`src/rtl/freq_pkg.sv`:
```
// Shared definitions for the multi-channel reciprocal frequency counter.
//   ch_state_e            : per-channel measurement state (3-bit encoding)
//   DefaultW              : default width of each Nx / Ns result
//   DefaultGateCycles     : default gate length in reference clock cycles
//   DefaultTimeoutCycles  : default wait limit for the terminating edge
package freq_pkg;

  typedef enum logic [2:0] {
    StIdle     = 3'd0,
    StArm      = 3'd1,
    StCount    = 3'd2,
    StWaitEdge = 3'd3,
    StDone     = 3'd4
  } ch_state_e;

  localparam int unsigned DefaultW             = 40;
  localparam int unsigned DefaultGateCycles    = 72000000;
  localparam int unsigned DefaultTimeoutCycles = 72000000;

endpackage

```
`src/rtl/freq_ch.sv`:
```
// One measurement channel: 2-FF synchronizer, rising-edge detector, measurement FSM and
// saturating Nx (input periods) / Ns (reference cycles) counters.
// Ports:
//   clk_72MHz, rst_n       : reference clock, asynchronous active-low reset
//   freq_in                : asynchronous signal under measurement
//   gate_start, gate_end   : 1-cycle pulses from the shared gate timer
//   nx_out, ns_out         : latched result, held until the next DONE
//   valid                  : 1-cycle strobe while in DONE
//   no_signal, ovf         : flags belonging to the latched result
//   busy                   : channel is not IDLE
module freq_ch
  import freq_pkg::*;
#(
  parameter int unsigned W              = DefaultW,
  parameter int unsigned TIMEOUT_CYCLES = DefaultTimeoutCycles
) (
  input  logic         clk_72MHz,
  input  logic         rst_n,
  input  logic         freq_in,
  input  logic         gate_start,
  input  logic         gate_end,
  output logic [W-1:0] nx_out,
  output logic [W-1:0] ns_out,
  output logic         valid,
  output logic         no_signal,
  output logic         ovf,
  output logic         busy
);

  localparam int unsigned TW = $clog2(TIMEOUT_CYCLES + 1);
  localparam logic [TW-1:0] TimeoutLast = TW'(TIMEOUT_CYCLES - 1);
  localparam logic [W-1:0] CntMax = '1;

  logic          sync1_q, sync2_q, prev_q;
  logic          edge_ev;
  ch_state_e     state_q;
  logic [W-1:0]  nx_q, ns_q;
  logic [W-1:0]  nx_inc, ns_inc;
  logic [TW-1:0] wait_q;

  always_ff @(posedge clk_72MHz or negedge rst_n) begin
    if (!rst_n) begin
      sync1_q <= 1'b0;
      sync2_q <= 1'b0;
      prev_q  <= 1'b0;
    end else begin
      sync1_q <= freq_in;
      sync2_q <= sync1_q;
      prev_q  <= sync2_q;
    end
  end

  assign edge_ev = sync2_q & ~prev_q;

  // Counters stick at all-ones instead of wrapping.
  assign nx_inc = (nx_q == CntMax) ? CntMax : nx_q + W'(1);
  assign ns_inc = (ns_q == CntMax) ? CntMax : ns_q + W'(1);

  always_ff @(posedge clk_72MHz or negedge rst_n) begin
    if (!rst_n) begin
      state_q   <= StIdle;
      nx_q      <= '0;
      ns_q      <= '0;
      wait_q    <= '0;
      nx_out    <= '0;
      ns_out    <= '0;
      valid     <= 1'b0;
      no_signal <= 1'b0;
      ovf       <= 1'b0;
    end else begin
      valid <= 1'b0;
      case (state_q)
        StIdle: begin
          if (gate_start) state_q <= StArm;
        end
        StArm: begin
          if (gate_end) begin
            // Gate closed before any edge arrived.
            nx_out    <= '0;
            ns_out    <= '0;
            no_signal <= 1'b1;
            ovf       <= 1'b0;
            valid     <= 1'b1;
            state_q   <= StDone;
          end else if (edge_ev) begin
            nx_q    <= '0;
            ns_q    <= '0;
            state_q <= StCount;
          end
        end
        StCount: begin
          ns_q <= ns_inc;
          if (edge_ev) nx_q <= nx_inc;
          // A coincident edge is counted above and does not end the measurement.
          if (gate_end) begin
            wait_q  <= '0;
            state_q <= StWaitEdge;
          end
        end
        StWaitEdge: begin
          ns_q   <= ns_inc;
          wait_q <= wait_q + TW'(1);
          if (edge_ev) begin
            nx_out    <= nx_inc;
            ns_out    <= ns_inc;
            no_signal <= 1'b0;
            ovf       <= (&nx_inc) | (&ns_inc);
            valid     <= 1'b1;
            state_q   <= StDone;
          end else if (wait_q == TimeoutLast) begin
            nx_out    <= nx_q;
            ns_out    <= ns_inc;
            no_signal <= 1'b1;
            ovf       <= (&nx_q) | (&ns_inc);
            valid     <= 1'b1;
            state_q   <= StDone;
          end
        end
        StDone: begin
          state_q <= StIdle;
        end
        default: begin
          state_q <= StIdle;
        end
      endcase
    end
  end

  assign busy = (state_q != StIdle);

endmodule

```
`src/rtl/freq_measure_multi.sv`:
```
// Multi-channel reciprocal frequency counter with a shared gate timer.
// Ports:
//   clk_72MHz, rst_n : reference clock, asynchronous active-low reset
//   mode             : 0 = continuous gating, 1 = single-shot
//   start            : single-shot launch pulse (ignored in continuous mode)
//   freq_in          : CHANNELS asynchronous inputs
//   nx_out, ns_out   : per-channel results, channel k at [k*W +: W]
//   valid            : per-channel result strobe
//   no_signal, ovf   : per-channel flags for the latched result
//   busy             : any channel not IDLE
module freq_measure_multi
  import freq_pkg::*;
#(
  parameter int unsigned CHANNELS       = 4,
  parameter int unsigned W              = DefaultW,
  parameter int unsigned GATE_CYCLES    = DefaultGateCycles,
  parameter int unsigned TIMEOUT_CYCLES = DefaultTimeoutCycles
) (
  input  logic                  clk_72MHz,
  input  logic                  rst_n,
  input  logic                  mode,
  input  logic                  start,
  input  logic [CHANNELS-1:0]   freq_in,
  output logic [CHANNELS*W-1:0] nx_out,
  output logic [CHANNELS*W-1:0] ns_out,
  output logic [CHANNELS-1:0]   valid,
  output logic [CHANNELS-1:0]   no_signal,
  output logic [CHANNELS-1:0]   ovf,
  output logic                  busy
);

  localparam int unsigned GW = $clog2(GATE_CYCLES + 1);

  logic [GW-1:0]       gate_cnt_q;
  logic                gate_run_q;
  logic                gate_start, gate_end;
  logic [CHANNELS-1:0] ch_busy;

  // Continuous: the count wraps every GATE_CYCLES and each wrap both ends one gate and
  // opens the next. Single-shot: start loads 1, so the count equals cycles since start.
  always_comb begin
    gate_start = 1'b0;
    gate_end   = 1'b0;
    if (!mode) begin
      gate_start = (gate_cnt_q == '0);
      gate_end   = gate_start;
    end else begin
      gate_start = start;
      gate_end   = gate_run_q && (gate_cnt_q == GW'(GATE_CYCLES));
    end
  end

  always_ff @(posedge clk_72MHz or negedge rst_n) begin
    if (!rst_n) begin
      gate_cnt_q <= '0;
      gate_run_q <= 1'b0;
    end else if (!mode) begin
      gate_run_q <= 1'b0;
      gate_cnt_q <= (gate_cnt_q >= GW'(GATE_CYCLES - 1)) ? '0 : gate_cnt_q + GW'(1);
    end else if (start) begin
      gate_cnt_q <= GW'(1);
      gate_run_q <= 1'b1;
    end else if (gate_end) begin
      gate_cnt_q <= '0;
      gate_run_q <= 1'b0;
    end else if (gate_run_q) begin
      gate_cnt_q <= gate_cnt_q + GW'(1);
    end
  end

  for (genvar k = 0; k < CHANNELS; k++) begin : g_ch
    freq_ch #(
      .W              (W),
      .TIMEOUT_CYCLES (TIMEOUT_CYCLES)
    ) u_ch (
      .clk_72MHz  (clk_72MHz),
      .rst_n      (rst_n),
      .freq_in    (freq_in[k]),
      .gate_start (gate_start),
      .gate_end   (gate_end),
      .nx_out     (nx_out[k*W +: W]),
      .ns_out     (ns_out[k*W +: W]),
      .valid      (valid[k]),
      .no_signal  (no_signal[k]),
      .ovf        (ovf[k]),
      .busy       (ch_busy[k])
    );
  end

  assign busy = |ch_busy;

endmodule
```
`config.mk`:
```
export PLATFORM = sky130hd
export DESIGN_NAME = freq_measure_multi
export DESIGN_NICKNAME = d
export VERILOG_FILES = /design/src/rtl/freq_pkg.sv /design/src/rtl/freq_ch.sv /design/src/rtl/freq_measure_multi.sv
export SDC_FILE = /design/constraint.sdc
export NUM_CORES = 2
export LEC_CHECK = 0
export CAP_MARGIN = 15
export CORE_ASPECT_RATIO = 0.5
export CORE_UTILIZATION = 35
export CTS_BUF_LIST = sky130_fd_sc_hd__clkbuf_4 sky130_fd_sc_hd__clkbuf_8
export DETAILED_ROUTE_END_ITERATION = 8
export SETUP_SLACK_MARGIN = 0.02
export SLEW_MARGIN = 10
export SYNTH_ARGS = -nofsm -noshare
export SYNTH_HDL_FRONTEND = slang
export SYNTH_SLANG_ARGS = --single-unit
export TNS_END_PERCENT = 20
```
`constraint.sdc`:
```
create_clock -name clk_72MHz -period 3.5 [get_ports clk_72MHz]
set_input_delay 0.35 -clock clk_72MHz [delete_from_list [all_inputs] [get_ports clk_72MHz]]
set_output_delay 0.35 -clock clk_72MHz [all_outputs]
set_load 0.01 [all_outputs]
```
==> flow_summary.toml <==
[synthesis]
synth_enable_flop_cells = 0
yosysUniqueCellTypes = 90
ys_top_cells_by_area = "dfrtp_1 45%, o21ai_0 8.7%, nand2_1 6.1%"
yosys-top-cells-count = "812 x dfrtp_1, 781 x o21ai_0, 727 x nand2_1, 461 x nor2_1, 320 x clkbuf_1"
yosysWarnings = 0
ys_ff_latch = 812
synth-main-ff-cell = "dfrtp_1"
post-synth-top-count-cell = "dfrtp_1"
yosysTopAreaCell = "dfrtp_1"
yosysSeqAreaShare_pct = 45.4
syn_area_per_cell_um2 = 8.43
synth_nets = 5338
synth_area_um2 = 44800
async_flop_share_pct = 100
synthCells = 5316
synth_top_area_share_pct = 45.4

[critical_path]
crit_fanout = 12
worstSetupStartpointType = "flip-flop"
crit_type = "reg -> reg"
arrival_ps = 4090
cp-end-kind = "flip-flop"
cp.required_ps = 4280

[clocking]
htree_num_levels = 4
cts_sinks = 812
clock-root-buffer = "clkbuf_8"
cts_tree = "built"
cts_buffer_depth = 3
cts_buffers = 130
clock_latency_ps = 850
clk_pin_slew_ps = 60

[placement]
numPortBuffers = 340
hpwlAfterDp_mm = 102
place_congestion = 0.930
dp.cells = 7166

[timing]
clock_skew_ps = 33.3
maxSlewHeadroom_pct = 17.8
timing.final.crit_share_pct = 94.7
setup_viol = 0
slew_violations = 0
rsz0062_at_grt = "true"
hold_viol = 0
fin_crit_ps = 3310
whs_ps = 114
tightest_slew_ps = 1230
fin_setup_tns_ps = 0
max_freq_mhz = 302

[floorplan]
initial_core_util_pct = 35.4
die_w_um = 508
dieHeight_um = 255
core_um2 = 127000
fp.dieArea_um2 = 130000
io_pins = 341
row_count = 92

[cells_and_area]
drive_above_1_share_pct = 9.24
num-nets-final = 5635
register_area_um2 = 20300
fin_cells = 7399
fillers = 12300
multi_input_area_um2 = 22600
syn_to_final_growth_pct = 19.8

[drt]
drt-total-wl_mm = 146
route.detailed.drc = 0
via_per_inst = 5.67
ant_nets = 0
num_vias = 42000
wl_per_cell_um = 19.7
drt_iter0_markers = 3743
drtPass1Iterations = 6

[grt]
antenna_found_initial = 2
overflow = 0
grt_start_max_net_pins = 92
grt_pass1_wl_mm = 229
grt_pass1_vias = 40000
grt_usage_pct = 22.0

[flow_run]
maxCapViolations = 0

[status]
status = "finished, final reports clean"

[pwr]
ir_drop_mv = 0.364
power.leakage_nw = 22.9
power_density_nw_per_um2 = 534
power_w = 0.0286

[worst_hold_path]
worstHoldPathType = "in -> async"
==> where the power goes <==
| part | internal (W) | switching, W | leakage (nW) | total (W) |
|---|---|---|---|---|
| sequential | 0.0107 | 0.00170 | 11.2 | 0.0124 |
| clock | 0.00496 | 0.00412 | 1.47 | 0.00908 |
| combinational | 0.00277 | 0.00438 | 10.3 | 0.00716 |
==> routing by layer <==
layer	global-route usage (%)	up-vias	wire, um
li1	-	19700	-
met1	30.6	20700	65900
met2	34.8	1339	67300
met3	3.97	211	9390
met4	6.59	2	3180
met5	0	-	13
==> metrics by stage <==
| step | cell area, um^2 | setup WS [ps] | util [%] |
|---|---|---|---|
| 6_report | 53700 | 186 | 42.4 |
| 5_1_grt | 53700 | -45.0 | 42.4 |
| 2_1_floorplan | 44800 | 488 | - |
| 3_5_place_dp | 50700 | -0.624 | 40.1 |
| 3_3_place_gp | 50700 | 23.1 | 40.1 |
| 4_1_cts | 53600 | 24.6 | 42.3 |
==> sequential cells by signal, summed over array words and instances, names as in the netlist <==
register,cells
g_ch.u_ch.prev_q,4
g_ch.u_ch.sync2_q,4
g_ch.u_ch.valid,4
g_ch.u_ch.state_q,12
g_ch.u_ch.wait_q,108
g_ch.u_ch.nx_q,160
g_ch.u_ch.nx_out,160
gate_run_q,1
g_ch.u_ch.no_signal,4
g_ch.u_ch.ns_q,160
g_ch.u_ch.ovf,4
g_ch.u_ch.ns_out,160
gate_cnt_q,27
g_ch.u_ch.sync1_q,4
==> layout by cell type (no fill, tap or decap), drive strengths merged, types with 19 or more instances in the layout <==
| cell type | count |
|---|---|
| a21o | 83 |
| a21oi | 298 |
| a22o | 236 |
| a31oi | 91 |
| and2 | 34 |
| and3 | 112 |
| and4 | 40 |
| buf | 227 |
| clkbuf | 190 |
| clkdlybuf4s50 | 339 |
| dfrtp | 812 |
| inv | 96 |
| mux2i | 48 |
| nand2 | 729 |
| nand2b | 25 |
| nand3 | 250 |
| nand4 | 147 |
| nor2 | 463 |
| nor3 | 107 |
| nor4 | 73 |
| nor4b | 19 |
| o21ai | 786 |
| o31ai | 25 |
| or3 | 26 |
| xnor2 | 126 |
| xor2 | 71 |
==> kinds of logic after synthesis <==
| logic type | Yosys count | synth area share (%) |
|---|---|---|
| flip-flops | 812 | 45.4 |
| buffers and inverters | 499 | 4.51 |
| adder cells (fa/ha/maj) | 14 | 0.391 |
| AO/OA/AOI/OAI | 1633 | 22.0 |
| AND/OR/NAND/NOR | 2104 | 22.6 |
| XOR/XNOR | 197 | 3.85 |
| multiplexers | 57 | 1.32 |
==> critical path, cell delays in order, from the launching register on <==
cell,delay [ps]
dfrtp_1,520
nand3_1,350
nor2_1,400
nand3_1,330
nor4_1,510
xnor2_1,180
a2111oi_0,470
o2111ai_1,250
nand2_1,130
a31o_2,100
==> final cells by class <==
cell class	count	share of cell area [%]
diodes	3	0.0140
clock buffers	190	4.58
clock inverters	33	0.660
inverters	93	0.650
multi-input cells	4005	42.1
flip-flops and latches	812	37.9
well taps	1692	3.94
repair buffers	571	10.2
==> timing repair <==
| action | CTS | global route |
|---|---|---|
| endpoints found under the setup margin | 1 | 4 |
| hold buffers | 5 | 0 |
| resized for setup | 1 | 13 |
| setup buffers | 0 | 1 |
| hold endpoints to repair | 131 | 0 |
==> worst paths after layout <==
path	start	endpoint	slack (ps)	depth (start not counted)
max	g_ch[2].u_ch.nx_q[11]	g_ch[2].u_ch.ovf	190	9
min	rst_n	g_ch[0].u_ch.nx_out[25]	110	2
max reg2reg	g_ch[2].u_ch.nx_q[11]	g_ch[2].u_ch.ovf	190	9
min reg2reg	g_ch[0].u_ch.sync1_q	g_ch[0].u_ch.sync2_q	350	0
max in group asynchronous	rst_n	g_ch[1].u_ch.nx_q[6]	2320	3
min in group clk_72MHz	start	gate_run_q	230	3
Note: power is estimated with default switching activity, not from simulation.
